===== src/rtl/io_register_bank.sv =====
// IO controller register bank: GPIO synchroniser, edge-capture pending bits, W1C clear, level irq.
// Optional build macro INT_BOTH_EDGES_EN: pending bits capture falling as well as rising edges.
module io_register_bank #(
    parameter int DATA_WIDTH  = 32,
    parameter int SYNC_STAGES = 2
) (
    input  logic                  clk,
    input  logic                  reset,
    input  logic                  write,
    input  logic [1:0]            write_addr,
    input  logic [DATA_WIDTH-1:0] write_data,
    input  logic [DATA_WIDTH-1:0] gpio_in,
    output logic [DATA_WIDTH-1:0] gpio_out,
    output logic [DATA_WIDTH-1:0] reg_data_io,
    output logic [DATA_WIDTH-1:0] reg_control,
    output logic [DATA_WIDTH-1:0] reg_interrupt,
    output logic                  irq
);

    typedef enum logic [1:0] {
        ADDR_DATA_IO   = 2'd0,
        ADDR_CONTROL   = 2'd1,
        ADDR_INTERRUPT = 2'd2,
        ADDR_RESERVED  = 2'd3
    } addr_e;

    logic [DATA_WIDTH-1:0] sync_q [SYNC_STAGES];
    logic [DATA_WIDTH-1:0] hist;
    logic [SYNC_STAGES:0]  prime_q;
    logic [DATA_WIDTH-1:0] edges;
    logic [DATA_WIDTH-1:0] clr;

    assign reg_data_io = sync_q[SYNC_STAGES-1];

    // prime_q tracks how far the first post-reset sample has travelled; edges are only
    // trusted once both reg_data_io and hist hold real samples, so pins already high at
    // reset release never look like an edge.
    always_comb begin
        // NOTE: default first so every path assigns clr and no latch is inferred.
        clr = '0;
        if (write && addr_e'(write_addr) == ADDR_INTERRUPT)
            clr = write_data;
    end

`ifdef INT_BOTH_EDGES_EN
    assign edges = prime_q[SYNC_STAGES] ? (reg_data_io ^ hist) : '0;
`else
    assign edges = prime_q[SYNC_STAGES] ? (reg_data_io & ~hist) : '0;
`endif

    always_ff @(posedge clk) begin
        if (reset) begin
            // NOTE: the synchroniser is a chain of flops, not a RAM, so it is reset too.
            for (int i = 0; i < SYNC_STAGES; i++)
                sync_q[i] <= '0;
            hist          <= '0;
            prime_q       <= '0;
            gpio_out      <= '0;
            reg_control   <= '0;
            reg_interrupt <= '0;
            irq           <= 1'b0;
        end else begin
            // NOTE: non-blocking so every stage samples its predecessor's old value.
            sync_q[0] <= gpio_in;
            for (int i = 1; i < SYNC_STAGES; i++)
                sync_q[i] <= sync_q[i-1];
            hist    <= reg_data_io;
            prime_q <= {prime_q[SYNC_STAGES-1:0], 1'b1};

            // A new edge beats a simultaneous clear so it is never lost.
            reg_interrupt <= (reg_interrupt & ~clr) | edges;
            irq           <= |(reg_interrupt & reg_control);

            if (write) begin
                case (addr_e'(write_addr))
                    ADDR_DATA_IO:   gpio_out    <= write_data;
                    ADDR_CONTROL:   reg_control <= write_data;
                    ADDR_INTERRUPT: ;
                    ADDR_RESERVED:  ;
                    default:        ;
                endcase
            end
        end
    end

endmodule


===== config.mk =====
export PLATFORM = sky130hd
export DESIGN_NAME = io_register_bank
export DESIGN_NICKNAME = d
export VERILOG_FILES = /design/src/rtl/io_register_bank.sv
export SDC_FILE = /design/constraint.sdc
export NUM_CORES = 1
export LEC_CHECK = 0
export ABC_AREA = 1
export BUFFER_PORTS_ARGS = -buffer_cell sky130_fd_sc_hd__buf_4
export CAP_MARGIN = 40
export CORE_MARGIN = 1
export CORE_UTILIZATION = 54
export CTS_BUF_LIST = sky130_fd_sc_hd__clkbuf_2
export DETAILED_ROUTE_END_ITERATION = 12
export HOLD_SLACK_MARGIN = 0.08
export PLACE_DENSITY_LB_ADDON = 0.05
export SLEW_MARGIN = 20
export SYNTH_ARGS = -nofsm -noshare
export SYNTH_HDL_FRONTEND = slang
export SYNTH_SLANG_ARGS = --single-unit

===== constraint.sdc =====
create_clock -name clk -period 2.5 [get_ports clk]
set_input_delay 0.125 -clock clk [delete_from_list [all_inputs] [get_ports clk]]
set_output_delay 0.125 -clock clk [all_outputs]
set_load 0.05 [all_outputs]

# Word-level counts from Yosys, hierarchy flattened
# Memories as Yosys holds them, arrays and structs flattened.
# Cells that the tools add are included.
dict set report totals {
  regBits 132
  mem_bits_rw 64
  input_bits 69
  word_cells 31
  memories 1
}
dict set report op_classes {
  n_eq_ne 2
  n_mux 8
  bitwise_logic 8
  reduce_logical 5
}
# memory words width read_ports rd_clocked_by_memory_dff wr line_no
set memory_table {}
lappend memory_table {sync_q 2 32 2 0 2 27} ;# logic [DATA_WIDTH-1:0] sync_q [SYNC_STAGES];
# cell count
set ops {}
lappend ops {{$mux 32} 4}
lappend ops {{$and 32x32->32} 3}
lappend ops {{$not 32->32} 2}
lappend ops {{$or 32x32->32} 1}
lappend ops {{$reduce_or 32->1} 1}
lappend ops {{$mux 1} 4}
lappend ops {{$reduce_and 2->1} 2}
lappend ops {{$eq 2x1->1 const B} 1}
lappend ops {{$eq 2x2->1 const B} 1}
lappend ops {{$logic_not 2->1} 1}
lappend ops {{$or 1x1->1} 2}
lappend ops {{$logic_and 1x1->1} 1}

# Depth between registers and ports, before layout
dict set report depth {
  word_depth 6
  mapped_depth 6
  ltp_nobuf 6
}

# Worst setup path before layout
# Ideal clock, no wire load.
dict set report synth_timing {
  path_kind {reg2reg}
  startpoint {register reg_interrupt[8]}
  endpoint {register irq}
  arrival_time_ns 1.025
  t_required_ns 2.430
  path_slack_ns 1.405
  path_stages_with_launch 7
  path_buffers 0
  period_less_slack_ns 1.095
  path_cell_list {dfxtp_1 nand2_1 nand2_1 nor2_1 nand2_1 nor2_1 a21oi_1}
}
dict set report synth_via {
  elab_chain_cells 2
}
# element line_no
set synth_rtl {}
lappend synth_rtl {{start, declared} 16} ;# output logic [DATA_WIDTH-1:0] reg_interrupt,
lappend synth_rtl {{start signal, assigned} 71} ;# reg_interrupt <= (reg_interrupt & ~clr) | edges;
lappend synth_rtl {{$and 32x32->32} 72} ;# irq <= |(reg_interrupt & reg_control);
lappend synth_rtl {{$reduce_or 32->1} 72}
lappend synth_rtl {{end signal, assigned} 72}
lappend synth_rtl {{end, declared} 17} ;# output logic irq
# No other way between the ends.
# A chain may end at the register's enable or synchronous reset.

# Worst setup path in the final report
dict set report layout_timing {
  startpoint {input write_addr[1]}
  endpoint {register gpio_out[28]}
}
dict set report layout_via {
  elab_chain_cells 2
}
# element line_no
set layout_rtl {}
lappend layout_rtl {{start, declared} 10} ;# input logic [1:0] write_addr,
lappend layout_rtl {{$logic_not 2->1} 75} ;# case (addr_e'(write_addr))
lappend layout_rtl {{$reduce_and 2->1 (no source line)} --}
lappend layout_rtl {{end signal, assigned} 76} ;# ADDR_DATA_IO: gpio_out <= write_data;
lappend layout_rtl {{end, declared} 13} ;# output logic [DATA_WIDTH-1:0] gpio_out,
# No other way between the ends.

==> flow_summary.toml <==
[logic_synthesis]
netlist_top_cells_area = "dfxtp_1 58%, nor2_1 7.9%, inv_1 7.3%, a21oi_1 7.2%, o21ai_0 5.4%"
synth_cell_types = 14
syn_area_per_cell_um2 = 8.17
syn_inst = 822
yosysSeqAreaShare_pct = 58.4
yosys_warnings = 0
synth_area_um2 = 6720
syn_nets = 891
synth_top_area_share_pct = 58.4
yosysTopAreaCell = "dfxtp_1"
synth_seq_cells = 196

[floorplanning]
initial_core_util_pct = 55.7
coreArea_um2 = 12100
fp.dieArea_um2 = 12900
num_rows = 40
die_h_um = 114
die_w_um = 114
ioPinCount = 198

[placed_design]
portBuffers = 197
globalplace.congestion = 0.890
pre_cts_slack_ps = 1030
dp_hpwl_um = 10900
placedCellCount = 1123

[finish]
layout.area.seq_um2 = 3920
area_growth_pct = 40.1
n_antenna_cell = 0
final_cell_mix = "203 x buf_4, 196 x dfxtp_1, 141 x nor2_1"
drive_above_1_share_pct = 21.8
nFillCells = 830
layout_commonest_cell = "buf_4"
multi_input_area_um2 = 1840
fin_cells = 1262
nets = 1150

[detailed_routing]
postRouteAntennaNets = 0
dr_total_vias = 5976
wire_per_inst_um = 14.0
route.met3.wl_um = 1100
drc = 0
drt-total-wl_um = 17700
first_pass_iters = 6
routed-wl-met2_um = 8310
met1_length_um = 7880
topRoutingLayerUsed = "met4"
first_iter_violations = 380
viasPerCell = 4.74

[timing]
post-route-min-period_ps = 2280
fin_skew_ps = 18.7
worst_pin_slew_ps = 550
final_hold_viol_count = 0
slew_headroom_pct = 63.3
finalSetupTns_ps = 0
rsz0062_at_grt = "false"
whs_ps = 178
slew_viol_final = 0
fin_ws_ps = 217
fmax_mhz = 438
fin_crit_sh_pct = 91.3
finalSetupViolations = 0

[critical_path]
critPathRequiredTime_ps = 3150
cp-end-kind = "flip-flop"
cp_max_fo = 33
arrival_ps = 2940
critPathKind = "input pin to flip-flop"
reg2regPathDepth = 4
r2r_slack_ps = 950
critPathLaunchType = "input pin"

[pwr]
comb_power_share_pct = 15.0
pwr-share-seq_pct = 55.7
p_sw_share_pct = 27.0
ir_drop_v = 0.000371
power.leakage_uw = 0.00456
p_int_uw = 4360
clockPowerShare_pct = 29.3
p_per_area_nw_per_um2 = 634
p_switching_uw = 1610

[global_routing]
antenna_found_initial = 0
grt_pass1_vias = 5693
grt_pass1_wl_um = 27700
grtUsageTotal_pct = 27.7
grt_start_max_net_pins = 47
grt_overflow = 0

[clock_network]
clock_latency_ps = 710
root_buffer = "clkbuf_2"
cts-resized-gates = 0
cts_made_buffers = 17
clkTransAtPathRegs_ps = 230
cts_setup_buffers = 0
htree_levels = 4
cts_num_sinks = 196
cts_buffer_depth = 2
cts_tree = "built"

[min_path]
holdCritPathClass = "input pin to flip-flop"
whs_path_depth = 4

[run_status]
status = "finished, final reports clean"

[run]
maxCapViolations = 0
power groups by stage:
stage | logic [uW] | registers, uW | clock network [uW]
2_1_floorplan | 311 | 3570 | 0
3_3_place_gp | 726 | 3380 | 0
3_5_place_dp | 746 | 3380 | 0
4_1_cts | 874 | 3320 | 1780
5_1_grt | 954 | 3340 | 1910
6_report | 897 | 3320 | 1750
final timing paths:
kind,startpoint,to
worst max-delay path,write_addr[1],gpio_out[28]
worst min-delay path,gpio_in[25],sync_q[0][25]
worst max register to register,prime_q[2],reg_interrupt[6]
worst min register to register,sync_q[0][16],sync_q[0][48]
repair_timing:
| action | 4_1_cts | 5_1_grt |
|---|---|---|
| endpoints found under the hold margin | 145 | 0 |
| setup endpoints to repair | 0 | 0 |
| hold buffers | 106 | 0 |
final cells by class:
type	instances	area share [%]
clock buffer	17	0.904
clock inverter	15	2.25
inverter	132	5.27
multi-input combinational	422	19.5
sequential	196	41.7
tap	168	2.23
timing repair buffer	312	28.1
synth_stat cells:
master	n
nand3b_1	1
buf_4	37
buf_6	3
inv_1	130
nor2_1	141
buf_2	24
a21oi_1	97
o21ai_0	73
o21ai_1	23
nand2_1	86
nor2_4	1
inv_2	2
clkbuf_1	8
dfxtp_1	196
state kept, by name (all words and copies together), names as in the netlist:
name / flops
sync_q: 64
gpio_out: 32
hist: 32
reg_control: 32
reg_interrupt: 32
prime_q: 3
irq: 1
per-stage QoR:
stage	power (uW)	util (%)	instance area, um2
6_report	5970	78.0	9410
5_1_grt	6210	78.0	9410
4_1_cts	5980	77.9	9400
3_5_place_dp	4130	66.6	8040
3_3_place_gp	4100	66.2	7990
2_1_floorplan	3880	-	6720
critical path: stages:
cell and delay [ps]:
dlygate4sd3_1 540, buf_4 150, nor2_1 80, dlygate4sd3_1 540, nand2_1 40, dlygate4sd3_1 560
inv_2 420, buf_16 240, o21ai_1 90, a21oi_1 130
cells by family (layout without fill, tap and decap cells):
group           Yosys count  in the layout  synth area share [%]
simple gates            229            229                  13.0
buf+inv                 204            476                  14.2
flops                   196            196                  58.4
compound gates          193            193                  14.4
routing by layer:
layer,track usage [%],vias to the layer above
met5,0,-
met4,10.7,0
met3,6.54,32
met2,46.1,234
met1,35.0,2704
li1,-,3006
No activity file was read; power rests on OpenSTA's default activity.
